===== config.mk =====
export PLATFORM = sky130hd
export DESIGN_NAME = twd_cmd_arbiter
export DESIGN_NICKNAME = d
export VERILOG_FILES = /design/src/rtl/twd_cmd_arbiter.sv
export SDC_FILE = /design/constraint.sdc
export NUM_CORES = 1
export LEC_CHECK = 0
export ABC_CLOCK_PERIOD_IN_PS = 1600
export CORE_AREA = 2 2 157 159
export CTS_CLUSTER_SIZE = 24
export DETAILED_ROUTE_END_ITERATION = 10
export DIE_AREA = 0 0 159 161
export PLACE_DENSITY = 0.67
export SETUP_SLACK_MARGIN = 0.15
export SYNTH_ARGS = -nofsm -noshare
export SYNTH_HDL_FRONTEND = slang
export SYNTH_SLANG_ARGS = --single-unit

===== constraint.sdc =====
create_clock -name clk_i -period 1.6 [get_ports clk_i]
set_input_delay 0.4 -clock clk_i [delete_from_list [all_inputs] [get_ports clk_i]]
set_output_delay 0.4 -clock clk_i [all_outputs]
set_load 0.03 [all_outputs]

===== src/rtl/twd_cmd_arbiter.sv =====
`default_nettype none
// ============================================================================
// Module      : twd_cmd_arbiter
// Description : Round-robin arbiter sharing one 2D transfer splitter between
//               NB_REQ command sources. The winning source's full 2D command
//               is captured in a register and offered to the splitter with a
//               req/gnt handshake. Fields pass through bit-exact.
// Revision    : 1.0 - initial release
// ============================================================================
module twd_cmd_arbiter #(
    parameter int NB_REQ           = 2,
    parameter int TRANS_SID_WIDTH  = 1,
    parameter int TCDM_ADD_WIDTH   = 12,
    parameter int EXT_ADD_WIDTH    = 29,
    parameter int TWD_COUNT_WIDTH  = 16,
    parameter int TWD_STRIDE_WIDTH = 16,
    parameter int MCHAN_OPC_WIDTH  = 4,
    parameter int MCHAN_LEN_WIDTH  = 17,
    localparam int SEL_WIDTH       = (NB_REQ > 1) ? $clog2(NB_REQ) : 1
) (
    input  logic                                          clk_i,
    input  logic                                          rst_i,

    // per-source request side
    input  logic [NB_REQ-1:0]                             req_i,
    output logic [NB_REQ-1:0]                             gnt_o,
    input  logic [NB_REQ-1:0][TRANS_SID_WIDTH-1:0]        sid_i,
    input  logic [NB_REQ-1:0][MCHAN_OPC_WIDTH-1:0]        opc_i,
    input  logic [NB_REQ-1:0][MCHAN_LEN_WIDTH-1:0]        len_i,
    input  logic [NB_REQ-1:0]                             inc_i,
    input  logic [NB_REQ-1:0]                             twd_ext_i,
    input  logic [NB_REQ-1:0]                             twd_tcdm_i,
    input  logic [NB_REQ-1:0][TWD_COUNT_WIDTH-1:0]        ext_count_i,
    input  logic [NB_REQ-1:0][TWD_STRIDE_WIDTH-1:0]       ext_stride_i,
    input  logic [NB_REQ-1:0][TWD_COUNT_WIDTH-1:0]        tcdm_count_i,
    input  logic [NB_REQ-1:0][TWD_STRIDE_WIDTH-1:0]       tcdm_stride_i,
    input  logic [NB_REQ-1:0][TCDM_ADD_WIDTH-1:0]         tcdm_add_i,
    input  logic [NB_REQ-1:0][EXT_ADD_WIDTH-1:0]          ext_add_i,

    // splitter command side
    output logic                                          mchan_req_o,
    input  logic                                          mchan_gnt_i,
    output logic [TRANS_SID_WIDTH-1:0]                    mchan_sid_o,
    output logic [MCHAN_OPC_WIDTH-1:0]                    mchan_opc_o,
    output logic [MCHAN_LEN_WIDTH-1:0]                    mchan_len_o,
    output logic                                          mchan_inc_o,
    output logic                                          mchan_twd_ext_o,
    output logic                                          mchan_twd_tcdm_o,
    output logic [TWD_COUNT_WIDTH-1:0]                    mchan_ext_count_o,
    output logic [TWD_STRIDE_WIDTH-1:0]                   mchan_ext_stride_o,
    output logic [TWD_COUNT_WIDTH-1:0]                    mchan_tcdm_count_o,
    output logic [TWD_STRIDE_WIDTH-1:0]                   mchan_tcdm_stride_o,
    output logic [TCDM_ADD_WIDTH-1:0]                     mchan_tcdm_add_o,
    output logic [EXT_ADD_WIDTH-1:0]                      mchan_ext_add_o,

    output logic [SEL_WIDTH-1:0]                          sel_id_o,
    output logic                                          busy_o
);

    // ------------------------------------------------------------------------
    // State encoding
    // ------------------------------------------------------------------------
    localparam logic [0:0] c_ARB_IDLE = 1'b0;
    localparam logic [0:0] c_ARB_HOLD = 1'b1;

    localparam logic [SEL_WIDTH:0] c_NB_REQ_EXT = (SEL_WIDTH+1)'(NB_REQ);

    logic [0:0]                  r_state;
    logic [SEL_WIDTH-1:0]        r_rr_ptr;
    logic [SEL_WIDTH-1:0]        r_sel_id;

    logic [TRANS_SID_WIDTH-1:0]  r_sid;
    logic [MCHAN_OPC_WIDTH-1:0]  r_opc;
    logic [MCHAN_LEN_WIDTH-1:0]  r_len;
    logic                        r_inc;
    logic                        r_twd_ext;
    logic                        r_twd_tcdm;
    logic [TWD_COUNT_WIDTH-1:0]  r_ext_count;
    logic [TWD_STRIDE_WIDTH-1:0] r_ext_stride;
    logic [TWD_COUNT_WIDTH-1:0]  r_tcdm_count;
    logic [TWD_STRIDE_WIDTH-1:0] r_tcdm_stride;
    logic [TCDM_ADD_WIDTH-1:0]   r_tcdm_add;
    logic [EXT_ADD_WIDTH-1:0]    r_ext_add;

    logic                        w_any_req;
    logic                        w_grant_now;
    logic                        w_accept;
    logic [SEL_WIDTH-1:0]        w_winner;
    logic [SEL_WIDTH-1:0]        w_next_ptr;
    logic [NB_REQ-1:0]           w_gnt;

    assign w_any_req   = |req_i;
    assign w_grant_now = (r_state == c_ARB_IDLE) && w_any_req;
    assign w_accept    = (r_state == c_ARB_HOLD) && mchan_gnt_i;

    // Winner search: walk the sources starting at the round-robin pointer,
    // wrapping modulo NB_REQ; iterating from the far end down lets the
    // nearest asserted source overwrite any farther one.
    always_comb begin
        logic [SEL_WIDTH:0] v_idx;
        v_idx    = '0;
        w_winner = '0;
        for (int k = NB_REQ - 1; k >= 0; k--) begin
            v_idx = {1'b0, r_rr_ptr} + (SEL_WIDTH+1)'(k);
            if (v_idx >= c_NB_REQ_EXT) begin
                v_idx = v_idx - c_NB_REQ_EXT;
            end
            if (req_i[v_idx[SEL_WIDTH-1:0]]) begin
                w_winner = v_idx[SEL_WIDTH-1:0];
            end
        end
    end

    // Pointer moves to the source just after the winner, wrapping modulo NB_REQ.
    always_comb begin
        logic [SEL_WIDTH:0] v_nxt;
        v_nxt = {1'b0, w_winner} + (SEL_WIDTH+1)'(1);
        if (v_nxt >= c_NB_REQ_EXT) begin
            v_nxt = v_nxt - c_NB_REQ_EXT;
        end
        w_next_ptr = v_nxt[SEL_WIDTH-1:0];
    end

    // One-hot grant, only while idle and never during reset.
    always_comb begin
        w_gnt = '0;
        if (w_grant_now && !rst_i) begin
            w_gnt[w_winner] = 1'b1;
        end
    end

    // Arbitration FSM: capture on grant, release on splitter acceptance.
    always_ff @(posedge clk_i) begin
        if (rst_i) begin
            r_state  <= c_ARB_IDLE;
            r_rr_ptr <= '0;
            r_sel_id <= '0;
        end else begin
            case (r_state)
                c_ARB_IDLE: begin
                    if (w_any_req) begin
                        r_state  <= c_ARB_HOLD;
                        r_sel_id <= w_winner;
                        r_rr_ptr <= w_next_ptr;
                    end
                end
                c_ARB_HOLD: begin
                    if (mchan_gnt_i) begin
                        r_state <= c_ARB_IDLE;
                    end
                end
                default: begin
                    r_state <= c_ARB_IDLE;
                end
            endcase
        end
    end

    // Command register: loads the winner's fields on grant and clears on
    // acceptance so the splitter side reads zero whenever nothing is held.
    always_ff @(posedge clk_i) begin
        if (rst_i || w_accept) begin
            r_sid         <= '0;
            r_opc         <= '0;
            r_len         <= '0;
            r_inc         <= 1'b0;
            r_twd_ext     <= 1'b0;
            r_twd_tcdm    <= 1'b0;
            r_ext_count   <= '0;
            r_ext_stride  <= '0;
            r_tcdm_count  <= '0;
            r_tcdm_stride <= '0;
            r_tcdm_add    <= '0;
            r_ext_add     <= '0;
        end else if (w_grant_now) begin
            r_sid         <= sid_i[w_winner];
            r_opc         <= opc_i[w_winner];
            r_len         <= len_i[w_winner];
            r_inc         <= inc_i[w_winner];
            r_twd_ext     <= twd_ext_i[w_winner];
            r_twd_tcdm    <= twd_tcdm_i[w_winner];
            r_ext_count   <= ext_count_i[w_winner];
            r_ext_stride  <= ext_stride_i[w_winner];
            r_tcdm_count  <= tcdm_count_i[w_winner];
            r_tcdm_stride <= tcdm_stride_i[w_winner];
            r_tcdm_add    <= tcdm_add_i[w_winner];
            r_ext_add     <= ext_add_i[w_winner];
        end
    end

    // ------------------------------------------------------------------------
    // Outputs; handshake flags are forced low while reset is asserted so a
    // held command disappears in the reset cycle itself.
    // ------------------------------------------------------------------------
    assign gnt_o               = w_gnt;
    assign mchan_req_o         = (r_state == c_ARB_HOLD) && !rst_i;
    assign busy_o              = (r_state == c_ARB_HOLD) && !rst_i;
    assign sel_id_o            = r_sel_id;

    assign mchan_sid_o         = r_sid;
    assign mchan_opc_o         = r_opc;
    assign mchan_len_o         = r_len;
    assign mchan_inc_o         = r_inc;
    assign mchan_twd_ext_o     = r_twd_ext;
    assign mchan_twd_tcdm_o    = r_twd_tcdm;
    assign mchan_ext_count_o   = r_ext_count;
    assign mchan_ext_stride_o  = r_ext_stride;
    assign mchan_tcdm_count_o  = r_tcdm_count;
    assign mchan_tcdm_stride_o = r_tcdm_stride;
    assign mchan_tcdm_add_o    = r_tcdm_add;
    assign mchan_ext_add_o     = r_ext_add;

endmodule
`default_nettype wire


# --- Yosys cells after proc, flatten, opt, wreduce, memory -nomap -nowiden ---
# Cells that the tools add are included.
word_totals:
  out_inout_bits: 135
  inputBits: 265
  elab_cells: 76
  regBits: 133
op_classes:
  addsub: 5
  magnitude_cmp: 7
  muxes: 39
  reduce_logical: 9
  n_bitwise: 1
op_table:
  columns: ["cell", "count"]
  rows:
  - ["two-way mux 16 bit", 8]
  - ["two-way mux 29 bit", 2]
  - ["two-way mux 17 bit", 2]
  - ["two-way mux 12 bit", 2]
  - ["two-way mux 1 bit", 20]
  - ["two-way mux 4 bit", 2]
  - ["< comparator 1 x 2 -> 1 bit, second input constant", 3]
  - ["logical AND 1 bit", 5]
  - ["adder 1 x 1 -> 2 bit, second input constant", 2]
  - ["greater-or-equal comparator 2 bit, second input constant", 2]
  - ["subtractor 1 bit, second input constant", 3]
  - ["greater-or-equal comparator 1 x 2 -> 1 bit, second input constant", 1]
  - ["two-way mux 2 bit", 1]
  - ["one-hot mux 1 bit (2 select lines)", 1]
  - ["AND reduction 2 bit", 1]
  - ["OR reduction 2 bit", 1]
  - ["demux 1 bit (select 1 bit)", 1]
  - ["greater-or-equal comparator 1 bit, second input constant", 1]
  - ["logical NOT 1 bit", 1]
  - ["logical OR 1 bit", 1]
  - ["inverter 1 bit", 1]

# --- Depth between registers and ports, before layout ---
# Gate-level depths: netlist of the first run.
depth:
  ltp_word: 12
  mapped_depth: 6
  depth_no_buf: 3

# --- Worst setup path before layout of the first run ---
# OpenSTA, ideal clock, no wires.
synth_timing:
  path_type: "input to output"
  start: "input port rst_i"
  end: "output port mchan_req_o"
  path_stages: 5
  path_buffers: 4
  t_arrival_ns: 1.673
  path_slack_ns: -0.473
  t_required_ns: 1.200
  cell_sequence: "buf_2 -> buf_2 -> buf_1 -> nor2b_1 -> buf_4"
synth_between:
  elab_chain_cells: 2
synth_lines:
  columns: ["element", "line", "rtl"]
  rows:
  - ["from (decl)", "22", "input logic rst_i,"]
  - ["logical NOT 1 bit", null, null]
  - ["logical AND 1 bit", null, null]
  - ["to (decl)", "41", "output logic mchan_req_o,"]
# Every way passes these cells.

# --- Worst setup path after layout of the first run ---
layout_timing:
  start: "register r_state"
  end: "output port gnt_o[0]"
layout_between:
  elab_chain_cells: 4
layout_lines:
  columns: ["element", "line", "rtl"]
  rows:
  - ["from (decl)", "68", "logic [0:0] r_state;"]
  - ["from (signal assigned)", "135", "r_state <= c_ARB_IDLE;"]
  - ["from (signal assigned)", "142", "r_state <= c_ARB_HOLD;"]
  - ["from (signal assigned)", "149", "r_state <= c_ARB_IDLE;"]
  - ["inverter 1 bit", null, null]
  - ["logical AND 1 bit", "93", "assign w_grant_now = (r_state == c_ARB_IDLE) && w_any_req;"]
  - ["logical AND 1 bit", "127", "if (w_grant_now && !rst_i) begin"]
  - ["two-way mux 2 bit", "127", null]
  - ["to (decl)", "26", "output logic [NB_REQ-1:0] gnt_o,"]
# Every way passes these cells.

==> results.toml, run 1 <==
[route]
ant_nets = 0
num_vias = 6594
wire_per_inst_um = 20.9
drt-vias-per-instance = 5.09
dr.pass1.iters = 5
totalWireLength_um = 27100
drc = 0
drt_iter0_drc = 475

[power_and_ir_drop]
power_w = 0.0104
leakagePower_nw = 4.64
power_density_nw_per_um2 = 907
ir_drop_mv = 0.544

[timing]
setup_violations = 124
fin_ws_ns = -0.140
finalHoldViolCount = 0
skew_ns = 0.00799
slew_headroom = 0.749
period_needed_ns = 1.74
min_period_over_period = 1.09
rsz0062_at_grt = "yes"
drv_slew = 0
worst_pin_slew_ns = 0.371
max_freq_mhz = 575

[yosys]
synth_fp_nets = 749
synth_top_area_frac = 0.474
ys_seq_area_frac = 0.474
synth_flop_cell = "dfxtp_1"
syn_area_um2 = 5620
ys_ff_latch = 133
syn_avg_cell_area_um2 = 11.6
synth_edf_count = 0
synth_cell_types = 19
yosys.cell_count.top_type = "dfxtp_1"
syn_inst = 484
synthTopCellsByCount = "dfxtp_1, a221o_1, nor4b_1, buf_2, clkbuf_1"
yosys-top-cells-area = "dfxtp_1, a221o_1, nor4b_1"
yosys_warnings = 0
synth_area_leader_cell = "dfxtp_1"
async_flop_share = 0

[setup_path]
criticalPathCategory = "flop to output port"
r2r_cells = 8
cp_max_fo = 4
setup.worst_path.start_class = "flop"
crit_required_ns = 1.20
r2r_end = "mchan_ext_count_o[14]"
r2r_slack_ns = -0.06
cp-end-kind = "output port"
arrival_ns = 1.34
rr_startpoint = "r_rr_ptr"

[floorplan]
die_w_um = 159
placementRows = 57
start_util = 0.234
core_area_um2 = 24000
dieArea_um2 = 25600
io-pin-count = 400
die_height_um = 161

[cts]
clockBufferDepth = 2
cts_num_sinks = 133
cts_made_buffers = 17
path_clk_slew_ns = 0.07
cts_tree = "done"
cts_hold_buf = 0
root_buffer = "clkbuf_16"
h-tree-depth = 4
clk_latency_ns = 0.41

[min_path]
hold_depth = 3
hold_path.class = "primary input to flop"
holdPathEnd = "sel_id_o"
min_from = "rst_i"

[layout]
nNetsFinal = 1224
final_area_um2 = 11400
fillerInstances = 2261
area_growth_pct = 103
multi_input_area_um2 = 2670
diodes = 0
layout-drive-gt1-share = 0.327
final-seq-area_um2 = 2670

[outcome]
status = "finished, violations left"
violations = "setup timing"

[global_route]
grt_start_max_net_pins = 30
grt_use_total = 0.198
grt_overflow = 0
grt_pass1_wl_um = 39300
grt_pass1_vias = 6666
antenna_found_initial = 0

[place]
port_buffers = 399
routabilityCongestion = 0.826
dp_hpwl_um = 18000
place_area_um2 = 10600

[run]
drv_cap = 0
[registers in the layout (all words and copies together), names as in the netlist]
signal	count
mchan_tcdm_count_o	16
mchan_len_o	17
mchan_ext_count_o	16
r_state	1
r_rr_ptr	1
sel_id_o	1
mchan_twd_tcdm_o	1
mchan_sid_o	1
mchan_ext_add_o	29
mchan_inc_o	1
mchan_tcdm_add_o	12
mchan_twd_ext_o	1
mchan_ext_stride_o	16
mchan_opc_o	4
mchan_tcdm_stride_o	16
[area by class of cell]
| cell class | count | share of cell area |
|---|---|---|
| tap | 324 | 0.0355 |
| clock buffer | 20 | 0.0391 |
| sequential | 133 | 0.233 |
| timing repair buffer | 530 | 0.448 |
| clock inverter | 12 | 0.0106 |
| multi-input combinational | 277 | 0.234 |
[what timing repair did]
item | 4_1_cts | 5_1_grt
pin swaps | 19 | 114
cloned | 15 | 2
setup endpoints to repair | 264 | 143
hold endpoints to repair | 0 | 0
buffers inserted | 15 | 11
gates resized for setup | 697 | 25
[kinds of logic (layout without fill, tap and decap cells)]
| group | Yosys count | after routing | share of synthesized area |
|---|---|---|---|
| buffers and inverters | 74 | 562 | 0.0720 |
| flip-flops | 133 | 133 | 0.474 |
| AO/OA/AOI/OAI | 134 | 134 | 0.237 |
| AND/OR/NAND/NOR | 143 | 143 | 0.217 |
[worst max path at each step]
stage                         from                   end  slack (ns)  cells past startpoint
after global routing       r_state              gnt_o[0]       -0.21                      4
after CTS                  r_state              gnt_o[1]       -0.16                      3
final                      r_state              gnt_o[0]       -0.14                      4
after floorplan              rst_i           mchan_req_o        0.04                      5
after global placement    req_i[0]  mchan_ext_count_o[9]       -0.53                      7
after detailed placement  req_i[0]  mchan_ext_count_o[9]       -0.49                      7
[layer usage]
metal,track usage,up-vias,part of all wire
li1,-,3030,-
met1,0.249,3177,0.42
met2,0.333,343,0.48
met3,0.0529,44,0.072
met4,0.0612,0,0.022
met5,0,-,0
[worst max-delay path, stage by stage (launching register included)]
cell      delay [ns]
dfxtp_2         0.33
nand2b_4        0.15
buf_6           0.12
nor3_4          0.18
buf_6           0.15
[placed cells by master (no fill, tap or decap), drive strengths merged]
cell / netlist / final
nor4b: 130 / 130
and2: 2 / 2
clkinv: 0 / 3
o2bb2ai: 1 / 1
dlygate4sd2: 0 / 2
a21oi: 3 / 3
nand2: 1 / 1
bufinv: 0 / 1
nor2b: 3 / 3
nand2b: 3 / 3
clkdlybuf4s50: 0 / 261
clkinvlp: 0 / 4
inv: 0 / 4
a221o: 130 / 130
nor3: 2 / 2
or3: 1 / 1
or2: 1 / 1
clkbuf: 20 / 27
buf: 54 / 260
dfxtp: 133 / 133
[where the power goes]
| part | total, W | internal (W) | switching (W) | leakage (nW) |
|---|---|---|---|---|
| Sequential | 0.00374 | 0.00358 | 0.000158 | 1.10 |
| Combinational | 0.00280 | 0.00148 | 0.00132 | 3.28 |
| Clock | 0.00382 | 0.00221 | 0.00161 | 0.264 |
| Total | 0.0104 | 0.00727 | 0.00309 | 4.64 |
[through the flow]
step	setup TNS, ns	utilization	std cells	hold slack (ns)	setup WS, ns
2_1_floorplan	0	-	484	0.452	0.0382
3_3_place_gp	-55.86	0.441	1221	0.469	-0.527
3_5_place_dp	-58.62	0.441	1221	0.467	-0.489
4_1_cts	-6.28	0.467	1283	0.459	-0.163
5_1_grt	-10.01	0.477	1296	0.475	-0.206
6_report	-3.76	0.477	1296	0.474	-0.140
Note: power is estimated with default switching activity, not from simulation.
==> run 2: changes to the inputs <==
MAX_ROUTING_LAYER = met4   (was unset)
==> results.toml, run 2 (synthesis gave the netlist of run 1 again) <==
[timing]
drv_slew = 0
finalHoldViolCount = 0
min_period_over_period = 1.09
max_freq_mhz = 574
worst_pin_slew_ns = 0.369
fin_ws_ns = -0.141
period_needed_ns = 1.74
skew_ns = 0.00838
setup_tns_ns = -3.49
setup_violations = 119
slew_headroom = 0.751
rsz0062_at_grt = "yes"

[layout]
final_cells = 1296
largest_register_ffs = 29
diodes = 0
layout-drive-gt1-share = 0.327
layout_commonest_cell = "clkdlybuf4s50_1"
nNetsFinal = 1224
area_growth_pct = 103
final_area_um2 = 11400
mostFrequentLayoutCells = "clkdlybuf4s50_1, a221o_1, dfxtp_1, nor4b_1, buf_2"
fillerInstances = 2261
postLayoutCoreUtil = 0.477

[global_route]
grt_use_met2 = 0.335
grt_start_max_net_pins = 30
grt_use_total = 0.204
grt_overflow = 0
grt_use_met1 = 0.253
grt-busiest-layer = "met2"
antenna_found_initial = 0
use_met3 = 0.0460
grt_pass1_wl_um = 39300
grt_pass1_vias = 6671

[outcome]
violations = "setup timing"
status = "finished, violations left"

[floorplan]
die_height_um = 161
io-pin-count = 400
start_util = 0.234
die_w_um = 159
placementRows = 57
core_area_um2 = 24000
dieArea_um2 = 25600

[setup_path]
cp-end-kind = "output port"
arrival_ns = 1.34
crit_required_ns = 1.20
setup.worst_path.start_class = "flop"
cp_max_fo = 4
criticalPathCategory = "flop to output port"

[cts]
cts_num_sinks = 133
clockBufferDepth = 2
root_buffer = "clkbuf_16"
cts_made_buffers = 17
clk_latency_ns = 0.41
path_clk_slew_ns = 0.07
cts_hold_buf = 0
cts_tree = "done"
h-tree-depth = 4

[place]
routabilityCongestion = 0.838
placedCellCount = 1221
place_area_um2 = 10600
dp_hpwl_um = 18000
port_buffers = 399

[power_and_ir_drop]
sw_frac_of_total = 0.299
leakagePower_nw = 4.64
ir_drop_mv = 0.547
switchingPower_w = 0.00309
power_density_nw_per_um2 = 907
p_clk_frac = 0.369
p_int_w = 0.00727
p_seq_frac = 0.361
comb_power_share = 0.270

[route]
totalWireLength_um = 27100
drt-vias-per-instance = 5.11
dr.pass1.iters = 5
drc = 0
drt_iter0_drc = 463
ant_nets = 0
wire_per_inst_um = 20.9
num_vias = 6619

[min_path]
hold_path.class = "primary input to flop"

[run]
drv_cap = 0
## run 2: cell counts in the layout (fill, tap and decap cells not counted)
Identical to the previous run, type by type.
## run 2: final timing paths
check,cells past startpoint,from,slack (ns),to
worst max-delay path,4,r_state,-0.14,gnt_o[0]
worst min-delay path,3,rst_i,0.47,sel_id_o
worst max register to register,8,r_rr_ptr,-0.06,mchan_ext_count_o[14]
worst min register to register,1,mchan_len_o[12],0.48,mchan_len_o[12]
## run 2: final cells by class
type | instances | area [µm²] | share of cell area
Timing Repair Buffer | 530 | 5110 | 0.448
Clock inverter | 12 | 121 | 0.0106
Clock buffer | 20 | 447 | 0.0391
Sequential cell | 133 | 2670 | 0.233
Multi-Input combinational cell | 277 | 2670 | 0.234
Tap cell | 324 | 405 | 0.0355
## run 2: metrics by stage
step | hold WS [ns] | total power, W | worst slack, ns
5_1_grt | 0.472 | 0.0108 | -0.207
4_1_cts | 0.459 | 0.0104 | -0.163
3_3_place_gp | 0.469 | 0.00653 | -0.527
2_1_floorplan | 0.452 | 0.00498 | 0.0382
3_5_place_dp | 0.467 | 0.00654 | -0.489
6_report | 0.472 | 0.0104 | -0.141
## run 2: power groups by stage
| stage | Clock, W | Sequential (W) | Combinational, W |
|---|---|---|---|
| 2_1_floorplan | 0 | 0.00430 | 0.000679 |
| 5_1_grt | 0.00408 | 0.00376 | 0.00292 |
| 3_5_place_dp | 0 | 0.00381 | 0.00273 |
| 3_3_place_gp | 0 | 0.00381 | 0.00271 |
| 6_report | 0.00382 | 0.00374 | 0.00280 |
| 4_1_cts | 0.00390 | 0.00373 | 0.00273 |
## run 2: worst max-delay path: stages (launching register included)
cell and delay [ns]:
dfxtp_2 0.33, nand2b_4 0.15, buf_6 0.12, nor3_4 0.18, buf_6 0.15
## run 2: repair_timing
item,CTS,global route
gates cloned,15,2
endpoints found under the setup margin,264,143
setup buffers,15,11
gates resized for setup,697,25
pin swaps,19,113
## run 2: routing by layer
metal  routed length (µm)  vias up
met5                    0        -
met4                  586        0
met3                 1760       40
met2                13100      345
met1                11700     3200
li1                     -     3034
==> run 3: changes to the inputs <==
CTS_CLUSTER_SIZE = unset   (was 24)
==> results of run 3 <==
The final DEF is identical to that of run 2; final timing and power are the same.
